===== src/rtl/deskew_frame_parser.sv =====
// deskew_frame_parser: finds MARKER/LEN/payload/CHK frames in the aligned byte stream,
// stages payload speculatively in a FIFO and exposes only checksum-verified frames.
module deskew_frame_parser #(
    parameter int         MAX_LEN    = 16,
    parameter int         FIFO_DEPTH = 32,
    parameter logic [7:0] MARKER     = 8'hAA
) (
    input  logic                          i_clk,
    input  logic                          i_rst,
    input  logic [7:0]                    i_stream,
    input  logic                          i_aligned,
    output logic [7:0]                    o_data,
    output logic                          o_last,
    output logic                          o_valid,
    input  logic                          i_ready,
    output logic                          o_frame_ok,
    output logic                          o_chk_err,
    output logic                          o_len_err,
    output logic                          o_drop,
    output logic                          o_abort,
    output logic [$clog2(FIFO_DEPTH):0]   o_level
);
    localparam int         AW    = $clog2(FIFO_DEPTH);
    localparam int         CW    = (AW + 2 > 9) ? AW + 2 : 9;
    localparam logic [7:0] MAX_B = 8'(MAX_LEN);

    typedef enum logic [2:0] {S_SYNC, S_LEN, S_PAY, S_CHK, S_DROP} state_t;

    state_t      r_state;
    logic [8:0]  r_mem [FIFO_DEPTH];
    logic [AW:0] r_spec_wptr;
    logic [AW:0] r_cmt_wptr;
    logic [AW:0] r_rptr;
    logic [8:0]  r_cnt;
    logic [7:0]  r_acc;
    logic        w_pop;
    logic        w_wr;
    logic [AW:0] w_used;
    logic [CW-1:0] w_free;

    assign o_valid = r_cmt_wptr != r_rptr;
    assign w_pop   = o_valid && i_ready;
    assign w_wr    = r_state == S_PAY && i_aligned;
    assign w_used  = r_spec_wptr - r_rptr;
    assign w_free  = CW'(FIFO_DEPTH) - CW'(w_used);
    assign o_level = r_cmt_wptr - r_rptr;
    // Head is gated so a freshly reset FIFO shows all-zero outputs.
    assign {o_last, o_data} = o_valid ? r_mem[r_rptr[AW-1:0]] : 9'd0;

    always_ff @(posedge i_clk) begin
        if (w_wr) r_mem[r_spec_wptr[AW-1:0]] <= {r_cnt == 9'd1, i_stream};
    end

    always_ff @(posedge i_clk or posedge i_rst) begin
        if (i_rst) begin
            r_state     <= S_SYNC;
            r_spec_wptr <= '0;
            r_cmt_wptr  <= '0;
            r_rptr      <= '0;
            r_cnt       <= '0;
            r_acc       <= '0;
            o_frame_ok  <= 1'b0;
            o_chk_err   <= 1'b0;
            o_len_err   <= 1'b0;
            o_drop      <= 1'b0;
            o_abort     <= 1'b0;
        end else begin
            o_frame_ok <= 1'b0;
            o_chk_err  <= 1'b0;
            o_len_err  <= 1'b0;
            o_drop     <= 1'b0;
            o_abort    <= 1'b0;
            if (w_pop) r_rptr <= r_rptr + 1'b1;
            // Losing alignment mid-frame discards any speculative payload.
            if (r_state != S_SYNC && !i_aligned) begin
                r_spec_wptr <= r_cmt_wptr;
                o_abort     <= 1'b1;
                r_state     <= S_SYNC;
            end else begin
                case (r_state)
                    S_SYNC: if (i_aligned && i_stream == MARKER) r_state <= S_LEN;
                    S_LEN: begin
                        if (i_stream == 8'd0 || i_stream > MAX_B) begin
                            o_len_err <= 1'b1;
                            r_state   <= S_SYNC;
                        end else if (w_free < CW'(i_stream)) begin
                            r_cnt   <= {1'b0, i_stream} + 9'd1;
                            r_state <= S_DROP;
                        end else begin
                            r_cnt   <= {1'b0, i_stream};
                            r_acc   <= 8'd0;
                            r_state <= S_PAY;
                        end
                    end
                    S_PAY: begin
                        r_spec_wptr <= r_spec_wptr + 1'b1;
                        r_acc       <= r_acc ^ i_stream;
                        r_cnt       <= r_cnt - 9'd1;
                        if (r_cnt == 9'd1) r_state <= S_CHK;
                    end
                    S_CHK: begin
                        if (i_stream == r_acc) begin
                            r_cmt_wptr <= r_spec_wptr;
                            o_frame_ok <= 1'b1;
                        end else begin
                            r_spec_wptr <= r_cmt_wptr;
                            o_chk_err   <= 1'b1;
                        end
                        r_state <= S_SYNC;
                    end
                    S_DROP: begin
                        r_cnt <= r_cnt - 9'd1;
                        if (r_cnt == 9'd1) begin
                            o_drop  <= 1'b1;
                            r_state <= S_SYNC;
                        end
                    end
                    default: r_state <= S_SYNC;
                endcase
            end
        end
    end
endmodule


===== config.mk =====
export PLATFORM = sky130hd
export DESIGN_NAME = deskew_frame_parser
export DESIGN_NICKNAME = d
export VERILOG_FILES = /design/src/rtl/deskew_frame_parser.sv
export SDC_FILE = /design/constraint.sdc
export NUM_CORES = 1
export LEC_CHECK = 0
export ABC_AREA = 1
export CORE_MARGIN = 1.5
export CORE_UTILIZATION = 60
export DETAILED_ROUTE_END_ITERATION = 16
export PLACE_DENSITY = 0.77
export SYNTH_ARGS = -nofsm -noshare
export SYNTH_HDL_FRONTEND = slang
export SYNTH_SLANG_ARGS = --single-unit

===== constraint.sdc =====
create_clock -name i_clk -period 4.85 [get_ports i_clk]
set_clock_uncertainty 0.2 [all_clocks]
set_input_delay 0.97 -clock i_clk [delete_from_list [all_inputs] [get_ports i_clk]]
set_output_delay 0.97 -clock i_clk [all_outputs]
set_load 0.03 [all_outputs]

# [Word-level counts from Yosys, hierarchy flattened]
# Memory sizes are Yosys's and may differ from the RTL's.
# Cells that the tools add are included.
[classes] addsub=7 n_lt_le_gt_ge=2 eq_ne=13 muxes=32 n_bitwise=2 n_reduce_logical=17
[op_table] op="9-bit 2-to-1 mux" count=3
[op_table] op="3-bit 2-to-1 mux" count=6
[op_table] op="9-bit case mux with 2 select lines" count=1
[op_table] op="8-bit 2-to-1 mux" count=2
[op_table] op="8-bit case mux with 2 select lines" count=1
[op_table] op="1-bit 2-to-1 mux" count=15
[op_table] op="6-bit by 1-bit adder with 6-bit output (second input constant)" count=2
[op_table] op="6-bit 2-to-1 mux" count=2
[op_table] op="3-bit case mux with 4 select lines" count=1
[op_table] op="6-bit case mux with 2 select lines" count=1
[op_table] op="6-bit subtractor" count=2
[op_table] op="8-bit by 1-bit adder with 9-bit output (second input constant)" count=1
[op_table] op="9-bit by 1-bit equality test with 1-bit output (second input constant)" count=1
[op_table] op="9-bit by 8-bit < comparator with 1-bit output" count=1
[op_table] op="9-bit by 1-bit subtractor with 9-bit output (second input constant)" count=1
[op_table] op="8-bit equality test" count=1
[op_table] op="8-bit equality test (second input constant)" count=1
[op_table] op="8-bit by 5-bit > comparator with 1-bit output (second input constant)" count=1
[op_table] op="8-bit logical NOT" count=1
[op_table] op="8-bit XOR" count=1
[op_table] op="6-bit by 6-bit subtractor with 7-bit output (first input constant)" count=1
[op_table] op="3-bit by 2-bit equality test with 1-bit output (second input constant)" count=2
[op_table] op="3-bit inequality test (second input constant)" count=2
[op_table] op="6-bit inequality test" count=1
[op_table] op="15 further kinds" count=22
[word_totals] reg_bits=43 ramBits=288 inputBits=12 output_inout_bits=21 wordCells=85 n_memories=1
[mem_list] name="r_mem" words=32 word_bits=9 read_ports=1 rd_ports_with_merged_regs=0 write_ports=1 line="30" text="logic [8:0] r_mem [FIFO_DEPTH];"

# [Logic depth before layout (Yosys ltp)]
[logic_depth] depth_word=7 ltp_mapped=28

# [Worst setup path after synthesis]
# Ideal clock, no wire load.
[synth_path] kind="flip-flop to output port" from="register r_rptr[2]" to="output port o_data[1]" arrival_ns=2.545 t_required_ns=3.680 slack_ns=1.135 path_stages_with_launch=11 path_cell_list="dfrtp_1 -> clkbuf_1 -> clkinv_1 -> buf_1 -> ha_1 -> nand2_1 -> nor2_1 -> nand2_1 -> clkbuf_1 -> o21ai_0 -> a21oi_1"
[synth_via] elab_chain_len=2
[synth_rtl] element="start: declaration" line="33" text="logic [AW:0] r_rptr;"
[synth_rtl] element="start signal: assignment" line="73" text="if (w_pop) r_rptr <= r_rptr + 1'b1;"
[synth_rtl] element="6-bit inequality test" line="41" text="assign o_valid = r_cmt_wptr != r_rptr;"
[synth_rtl] element="via o_valid" line="14" text="output logic o_valid,"
[synth_rtl] element="9-bit 2-to-1 mux" line="48" text="assign {o_last, o_data} = o_valid ? r_mem[r_rptr[AW-1:0]] : 9'd0;"
[synth_rtl] element="end: declaration" line="12" text="output logic [7:0] o_data,"
# The timed path passes the listed nets, and every way through them passes these cells.

# [Final worst setup path]
[layout_path] from="register r_rptr[4]" to="output port o_valid"
[layout_via] elab_chain_len=1
[layout_rtl] element="6-bit inequality test" line="41"
[layout_rtl] element="end: declaration" line="14"
# No other way between the ends.

==> run metrics <==
Congestion Overflow GR 0; Setup crit end kind output port; largest family of logic cells by synthesized area simple AND/OR/NAND/NOR gates; CP Cell Sequence inv_1 > ha_1 > inv_1 > nor2_1 > nand2_1 > clkdlybuf4s50_1; synthesized area per cell 11.1 um^2; Final min period 4.36 ns; xor-xnor portion of the synthesized cell area 0.0186; setup TNS 0 ns; layout cell share with drive strength beyond 1 0.0964; drt initial violations 1268; Max Cap Viol 0; H-tree depth 2; post-synthesis async set-or-reset flop share 0.130; Leak 0.00611 uW; largest net degree at the start of global routing 79; Syn Nets 1363; status finished clean; Die H 159 um; post-synthesis mux area share 0; initial antenna violation count 1; die area 25300 um^2; CTS Hold Bufs 0; Synth Register Bits 331; post_cts resized 0; Synth Area in Compound Gates 0.110; final setup fails 0; placed inst area 15400 um^2; fin crit share 0.900; Longest Clk Path Bufs 3; # IOs 33; final-report max-slew violation count 0; Post-DRT Antenna Nets 0; GPL Wtd Cong 0.901; Post-synth EDFFs 288; antenna cells 0; Filler Cells Inserted 1765; Slew headroom 0.196; register area share after synthesis 0.665; Final Hold Vio Count 0; setup bufs post-CTS 0; width of the die 159 um; yosys synthesis warning count 0; Detailed Route WL 36.8 mm; CTS buffer count 35; CP Launch Type register; Total GRT Usage 0.294; Yosys cell types 40; CP Max Fanout 15; Post-Synth Adder-Cell Area 0.0250; Clock Sinks 331; Vias/cell 6.10; peak supply drop 460 uV; slowest stage delay, CP 0.77 ns; actual slew at the worst max-slew pin 1.21 ns; clk slew on worst S/H paths 0.06 ns; dpl hpwl 22.3 mm; TritonCTS clock tree built; WP data arrival 3.19 ns; clock latency on the worst-skew pair 0.53 ns; cell area after synthesis 14600 um^2; Crit Path Class register to output port; Initial Utilization 0.617; via count 10500; DR DRC count 0; core area 23700 um^2; first-pass GRT wire length 57.2 mm; # rows 56; vias in the first global route 10200; share of Yosys cell area claimed by the top area cell type 0.591; Required @ worst endpoint 3.68 ns; Synth area leaders edfxtp_1 59%, dfrtp_1 7.4%, o21ai_0 6.1%; Simple-Gate Fraction of Synth Area 0.141; Hold WC Path Type register to register; TritonRoute pass-1 iters 5; main flop type after synthesis edfxtp_1; Root Driver clkbuf_16; Layout Nets 1416; Max Clk Rate 229 MHz; Area Overhead vs Synth 12.9%; average wire per standard cell 21.4 um; Port Buffers 32; Power Density 613 nW/um^2; post-route cell area 16500 um^2; RSZ-0062 raised after global routing false; Cells after Synth 1323; CP max-delay cell clkdlybuf4s50_1; Yosys top cell by area edfxtp_1; flop2flop setup slack 1.00 ns; CP most frequent cell inv_1
metal layers:
metal	track usage	part of all wire	vias to the layer above
li1	-	-	4768
met1	0.398	0.39	5032
met2	0.481	0.48	592
met3	0.0531	0.10	97
met4	0.102	0.035	0
met5	0	0	-
through the flow:
stage	hold slack, ns	utilization	setup slack, ns	cells	power, uW
floorplan	0.261	-	1.14	1323	6270
global placement	0.274	0.652	1.16	1658	7470
detailed placement	0.279	0.652	1.06	1658	7550
CTS	0.291	0.697	0.555	1720	10100
global route	0.307	0.697	0.361	1720	10700
finish	0.286	0.697	0.486	1720	10100
critical path: cells and delay by family, from the launching register on:
| kind | cells | cell delay, ns |
|---|---|---|
| and+or+nand+nor | 2 | 0.42 |
| buffers and inverters | 3 | 1.17 |
| adders and majority gates | 1 | 0.38 |
| DFF | 1 | 0.68 |
Yosys cell counts, types with 9 or more instances:
| master | instances |
|---|---|
| o221ai_1 | 14 |
| a21oi_1 | 23 |
| nor2_1 | 235 |
| o21ai_0 | 179 |
| ha_1 | 26 |
| dfrtp_1 | 43 |
| buf_2 | 18 |
| inv_1 | 72 |
| o211ai_1 | 12 |
| edfxtp_1 | 288 |
| nand2_1 | 170 |
| clkbuf_1 | 40 |
| xor2_1 | 22 |
| nand3_1 | 62 |
| o22ai_1 | 49 |
| xnor2_1 | 9 |
sequential cells by signal, summed over array words and instances (netlist names), 3 cells and up:
register     flops
r_mem          288
r_cnt            9
r_acc            8
r_cmt_wptr       6
r_rptr           6
r_spec_wptr      6
r_state          3
logic make-up (layout without fill, tap and decap cells):
family,Yosys count,in the layout
simple gates,500,500
flops,331,331
xor+xnor,31,31
compound gates,289,289
buf+inv,144,222
fa+ha+maj,28,28
cells in the final DEF (no fill, tap or decap), drive strengths merged, types with 9 or more instances in the layout:
cell type,n
o21ai,180
buf,59
edfxtp,288
clkdlybuf4s50,22
a21oi,23
ha,26
inv,79
clkbuf,41
nor2,237
o22ai,49
nand2,175
dfrtp,43
clkinv,16
o221ai,14
nand3,64
o211ai,12
xor2,22
xnor2,9
report_power, final:
| part | internal (uW) | switching [uW] |
|---|---|---|
| logic | 1360 | 2840 |
| clock network | 1440 | 1100 |
| registers | 3230 | 157 |
cell type report:
cell class	instances	area, um^2	share of cell area
Multi-Input combinational cell	848	4310	0.261
Clock inverter	21	153	0.00924
Tap cell	319	399	0.0242
Sequential cell	331	9730	0.589
Clock buffer	41	930	0.0563
Inverter	79	299	0.0181
Timing Repair Buffer	81	688	0.0417
path summary, 6_finish.rpt:
check | from | end | cells past startpoint
worst max register to register | r_rptr[1]$_DFFE_PP0P_ | r_acc[7]$_DFFE_PP0P_ | 23
worst max-delay path | r_rptr[4]$_DFFE_PP0P_ | o_valid | 6
min in group asynchronous | i_rst | r_rptr[4]$_DFFE_PP0P_ | 2
worst min-delay path | r_acc[5]$_DFFE_PP0P_ | r_acc[5]$_DFFE_PP0P_ | 2
max in group asynchronous | i_rst | r_rptr[0]$_DFFE_PP0P_ | 2
worst min register to register | r_acc[5]$_DFFE_PP0P_ | r_acc[5]$_DFFE_PP0P_ | 2
No activity file was read; power rests on OpenSTA's default activity.
